## config.mk

```make
export PLATFORM = sky130hd
export DESIGN_NAME = alu_inst_sequencer
export DESIGN_NICKNAME = d
export VERILOG_FILES = /design/src/rtl/alu_inst_sequencer.sv
export SDC_FILE = /design/constraint.sdc
export NUM_CORES = 1
export LEC_CHECK = 0
export ABC_AREA = 1
export CAP_MARGIN = 20
export CELL_PAD_IN_SITES_DETAIL_PLACEMENT = 1
export CELL_PAD_IN_SITES_GLOBAL_PLACEMENT = 2
export CORE_ASPECT_RATIO = 1.25
export CORE_UTILIZATION = 26
export CTS_CLUSTER_DIAMETER = 30
export DETAILED_ROUTE_END_ITERATION = 12
export PLACE_DENSITY_LB_ADDON = 0.2
export SYNTH_ARGS = -nofsm -noshare
export SYNTH_HDL_FRONTEND = slang
export SYNTH_SLANG_ARGS = --single-unit
```

## constraint.sdc

```tcl
create_clock -name clk -period 2 [get_ports clk]
set_clock_uncertainty 0.2 [all_clocks]
set_input_delay 0.3 -clock clk [delete_from_list [all_inputs] [get_ports clk]]
set_output_delay 0.3 -clock clk [all_outputs]
set_load 0.02 [all_outputs]
```

## src/rtl/alu_inst_sequencer.sv

```systemverilog
// Purpose : multi-cycle R-type sequencer driving register-file addresses, Write_Reg and ALU_OP.
// Latency : accept at E0 -> DECODE, EXEC at E0+1, WB (Done/Write_Reg) at E0+2, ready after E0+3.
// Backpr. : Inst_Ready high only in IDLE; an instruction is taken on Inst_Valid & Inst_Ready.
//
// Ports:
//   clk, Reset (async, active-low)
//   Inst/Inst_Valid/Inst_Ready         : instruction handshake
//   R_Addr_A/R_Addr_B/W_Addr/Write_Reg : register-file control (rs, rt, rd, write enable)
//   ALU_OP                             : ALU operation select
//   ZF_In/OF_In -> ZF_Q/OF_Q           : ALU flags captured at the end of EXEC
//   Done/Illegal                       : one-cycle retire / reject pulses
//   Inst_Count                         : retired-instruction counter, wraps
// Optional feature macro: OF_TRAP_EN adds output Trap; an overflowing add/sub is not written back.
module alu_inst_sequencer #(
    parameter int CNT_W = 16
) (
    input  logic             clk,
    input  logic             Reset,
    input  logic [31:0]      Inst,
    input  logic             Inst_Valid,
    output logic             Inst_Ready,
    output logic [4:0]       R_Addr_A,
    output logic [4:0]       R_Addr_B,
    output logic [4:0]       W_Addr,
    output logic             Write_Reg,
    output logic [2:0]       ALU_OP,
    input  logic             ZF_In,
    input  logic             OF_In,
    output logic             ZF_Q,
    output logic             OF_Q,
    output logic             Done,
    output logic             Illegal,
`ifdef OF_TRAP_EN
    output logic             Trap,
`endif
    output logic [CNT_W-1:0] Inst_Count
);

    typedef enum logic [1:0] {
        IDLE   = 2'd0,
        DECODE = 2'd1,
        EXEC   = 2'd2,
        WB     = 2'd3
    } state_t;

    state_t      state, state_d;
    logic [31:0] ir;

    // {supported, alu_op}
    function automatic logic [3:0] decode_funct(input logic [5:0] funct);
        logic [3:0] r;
        case (funct)
            6'h24:         r = {1'b1, 3'd0};
            6'h25:         r = {1'b1, 3'd1};
            6'h26:         r = {1'b1, 3'd2};
            6'h27:         r = {1'b1, 3'd3};
            6'h20, 6'h21:  r = {1'b1, 3'd4};
            6'h22, 6'h23:  r = {1'b1, 3'd5};
            6'h2A:         r = {1'b1, 3'd6};
            6'h04:         r = {1'b1, 3'd7};
            default:       r = {1'b0, 3'd0};
        endcase
        return r;
    endfunction

    logic [3:0] ir_dec;
    logic [3:0] inst_dec;
    logic       ir_illegal;
    logic       accept;

    assign ir_dec     = decode_funct(ir[5:0]);
    assign inst_dec   = decode_funct(Inst[5:0]);
    assign ir_illegal = (ir[31:26] != 6'd0) || !ir_dec[3];
    assign accept     = (state == IDLE) && Inst_Valid;

    // Register fields come straight from IR, which only changes on acceptance,
    // so they are stable from DECODE through WB.
    assign R_Addr_A = ir[25:21];
    assign R_Addr_B = ir[20:16];
    assign W_Addr   = ir[15:11];

    logic unused_shamt;
    assign unused_shamt = ^ir[10:6];

    // State register
    always_ff @(posedge clk or negedge Reset) begin
        if (!Reset) begin
            state <= IDLE;
        end else begin
            state <= state_d;
        end
    end

    // Next-state logic
    always_comb begin
        state_d = state;
        case (state)
            IDLE:    if (Inst_Valid) state_d = DECODE;
            DECODE:  state_d = ir_illegal ? IDLE : EXEC;
            EXEC:    state_d = WB;
            WB:      state_d = IDLE;
            default: state_d = IDLE;
        endcase
    end

    // Output logic: next values of the registered outputs
    logic ready_d, write_d, done_d, illegal_d, trap_d;

    always_comb begin
        trap_d = 1'b0;
`ifdef OF_TRAP_EN
        trap_d = (state == EXEC) && OF_In && ((ALU_OP == 3'd4) || (ALU_OP == 3'd5));
`endif
        ready_d   = (state_d == IDLE);
        done_d    = (state_d == WB);
        // rd = $0 is hard-wired zero, so the write is dropped rather than issued.
        write_d   = (state_d == WB) && (ir[15:11] != 5'd0) && !trap_d;
        illegal_d = (state == DECODE) && ir_illegal;
    end

    // Output and datapath registers
    always_ff @(posedge clk or negedge Reset) begin
        if (!Reset) begin
            ir         <= '0;
            ALU_OP     <= 3'd0;
            Inst_Ready <= 1'b1;
            Write_Reg  <= 1'b0;
            Done       <= 1'b0;
            Illegal    <= 1'b0;
            ZF_Q       <= 1'b0;
            OF_Q       <= 1'b0;
            Inst_Count <= '0;
`ifdef OF_TRAP_EN
            Trap       <= 1'b0;
`endif
        end else begin
            Inst_Ready <= ready_d;
            Write_Reg  <= write_d;
            Done       <= done_d;
            Illegal    <= illegal_d;
`ifdef OF_TRAP_EN
            Trap       <= trap_d;
`endif
            // ALU_OP is decoded from the incoming word so it is valid in DECODE.
            if (accept) begin
                ir     <= Inst;
                ALU_OP <= inst_dec[2:0];
            end
            if (state == EXEC) begin
                ZF_Q <= ZF_In;
                OF_Q <= OF_In;
            end
            if (state == WB) begin
                Inst_Count <= Inst_Count + 1'b1;
            end
        end
    end

endmodule

```

==> run summary <==
Status: completed
Crit path max fanout: 1
Clk_lat worst skew: 0.28 ns
Setup crit end kind: output pin
CTS buffer count: 5
Initial antenna violation count: 0
Worst hold-check path type: register to register
FF-to-FF setup slack: 0.33 ns
Post-layout min period: 1.902 ns
Comb power frac: 23.7%
Design area: 3396 um^2
Crit path DAT: 1.40 ns
Max_slew headroom: 68.41%
CTS root buf: clkbuf_16
Initial core utilization: 26.77%
Seq/Total Area, Yosys: 55.07%
Instance count on the critical path: 1
Vias per cell: 4.157
Initial DRC Count: 39
Max-Cap Viols: 0
Yosys cell types: 18
Clock transition at path regs: 0.06 ns
Worst IR Drop VDD: 0.5537 mV
Synthesized Nets: 342
Largest net degree at the start of global routing: 37
Final slew viol count: 0
Crit share post-route: 95.10%
Crit path kind: register to output pin
Dpl cell area: 3238 um^2
I/O pin count: 77
Crit path max-delay family: buffers and inverters
CTS H-tree depth: 2
Synth async-reset ratio: 100.0%
Top cell type's share of synthesized area: 54.00%
CP max stage delay: 0.60 ns
Vias: 2041
Share of cells above drive strength 1: 5.163%
Post-synth EDFFs: 0
YS warnings: 0
WP data required: 1.50 ns
Vias in the first global route: 2104
Dpl hpwl: 4.196 mm
Critical-path cell list: clkdlybuf4s50_1
Final setup TNS: 0 ns
Post-Synthesis Cell Area: 2456 um^2
Register bit count reported by yosys: 54
CTS tree: yes
Antenna Cells: 0
Drt pass-1 iters: 4
Buf/Inv on CP: 1
FMAX: 525.8 MHz
Residual DRC: 0
RSZ-0062 raised after global routing: false
Standard-cell rows: 39
WL final: 5.657 mm
Internal power: 2.065 mW
PwrDens: 850.5 nW/um^2
Synth area leader: dfrtp_1
Routed wire per std cell: 11.52 um
Reg2reg path depth: 8
Aggregate global routing overflow: 0
Die area: 9841 um^2
Flop pwr share: 46.3%
Core Area: 9174 um^2
Main synth FF type: dfrtp_1
Worst setup startpoint: Inst_Ready
Die width: 88.93 um
Final setup violating endpoints: 0
Leak: 1.680 nW
Syn Inst Count: 304
P&R area growth vs syn: 38.26%
Final Hold Vio Count: 0
Slew @ Worst Pin: 0.4738 ns
RePlAce Congestion: 0.7357
Reg2Reg Launch Point: Inst_Count[0]
Port Buffer Count: 71
Clock Tree Buf Depth: 2
All-Layer GR Usage: 12.67%
Switching power: 0.8232 mW
Area contributors post-synth: dfrtp_1 54%, nand2_1 20%, buf_4 4.6%, inv_1 4.4%, nor2_1 4.0%
CP max-delay cell: clkdlybuf4s50_1
Reg2reg end: Inst_Count[12]
Pwr Total: 2.888 mW
Fin nets: 405
Critical Path End: Inst_Ready
Syn avg cell area: 8.079 um^2
ANT nets after route: 0
Die height: 110.7 um
Global-route wire length before repair: 9.763 mm
Sw Ratio: 28.50%
Clock group share of total power: 30.0%
CP startpoint kind: register
CTS sink cnt: 54
-- metrics by stage --
stage / cells / hold WS (ns) / utilization [%] / setup WS, ns
after floorplan: 304 / -0.1956 / - / 0.3888
after global placement: 482 / 0.09066 / 35.30 / 0.2014
after detailed placement: 482 / 0.08787 / 35.30 / 0.2074
after CTS: 491 / 0.2743 / 37.02 / 0.08508
after global routing: 491 / 0.2977 / 37.02 / 0.05988
final: 491 / 0.2673 / 37.02 / 0.09805
-- power by group through the flow --
stage | Clock (mW) | Sequential (mW) | Combinational (mW)
final | 0.867 | 1.34 | 0.685
after floorplan | 0 | 1.39 | 0.375
after global placement | 0 | 1.35 | 0.695
after global routing | 0.949 | 1.36 | 0.762
after detailed placement | 0 | 1.36 | 0.700
after CTS | 0.917 | 1.34 | 0.705
-- state kept, by name, indices dropped and copies added (netlist names) --
| name | cells |
|---|---|
| Inst_Ready | 1 |
| state | 2 |
| Done | 1 |
| Write_Reg | 1 |
| OF_Q | 1 |
| ALU_OP | 3 |
| ZF_Q | 1 |
| ir | 27 |
| Illegal | 1 |
| Inst_Count | 16 |
-- logic make-up after synthesis --
logic type	Yosys count	synth area share, %
DFF	54	55.07
xor gates and xnor gates	8	2.853
adders and majority gates	1	0.5093
and+or+nand+nor	180	29.04
AOI/OAI and AO/OA	10	2.140
buffers and inverters	51	10.39
-- worst register-to-register path, stage by stage (launching register included) --
cell and delay [ns]:
dfrtp_1 0.40, ha_1 0.19, nand2_1 0.06, nor2_1 0.12
nand2_1 0.12, nor2_2 0.26, nand3_1 0.11, nand2_1 0.08
inv_1 0.03
-- layout make-up --
class,instances,area (um^2)
clock buffer,7,142.6
clock inverter,1,5.005
fill,1131,5778
timing repair buffer,77,778.2
tap,123,153.9
sequential,54,1353
multi-input combinational,199,850.8
inverter,30,112.6
-- cell usage after synthesis, types with 3 or more instances --
library cell,instances
buf_2,6
buf_4,15
dfrtp_1,53
inv_1,29
nand2_1,130
nand3_1,15
nand4_1,3
nor2_1,26
nor3_1,3
o21ai_0,9
xor2_1,6
-- how the worst min path moves through the flow --
stage	startpoint	end	slack (ns)	depth (start not counted)
floorplan	Reset	ALU_OP[0]	-0.20	0
global placement	Reset	ir[24]	0.09	1
detailed placement	Reset	ir[24]	0.09	1
CTS	ir[25]	ir[25]	0.27	2
global route	ir[31]	ir[31]	0.30	2
finish	ir[25]	ir[25]	0.27	2
-- timing repair --
item,4_1_cts,5_1_grt
setup endpoints to repair,0,0
hold buffers,1,0
hold endpoints to repair,18,0
buffers inserted,0,0
gates resized for setup,0,0
-- metal layers --
metal | part of all wire, % | wire length, um | GRT usage, %
met1 | 44 | 2517 | 15.40
met3 | 3.7 | 210 | 2.904
met5 | 0 | 0 | 0
met4 | 0.99 | 56 | 2.857
met2 | 51 | 2873 | 22.36
-- cell usage in the layout, fill, tap and decap left out, types with 2 or more instances in the layout --
| cell type | n |
|---|---|
| nand2_1 | 130 |
| clkdlybuf4s50_1 | 70 |
| dfrtp_1 | 53 |
| inv_1 | 29 |
| nor2_1 | 25 |
| nand3_1 | 15 |
| o21ai_0 | 9 |
| xor2_1 | 6 |
| clkbuf_16 | 5 |
| nand4_1 | 3 |
| nor2_2 | 3 |
| nor3_1 | 3 |
| buf_4 | 3 |
| xnor2_1 | 2 |
| buf_12 | 2 |
No activity file was read; power rests on OpenSTA's default activity.
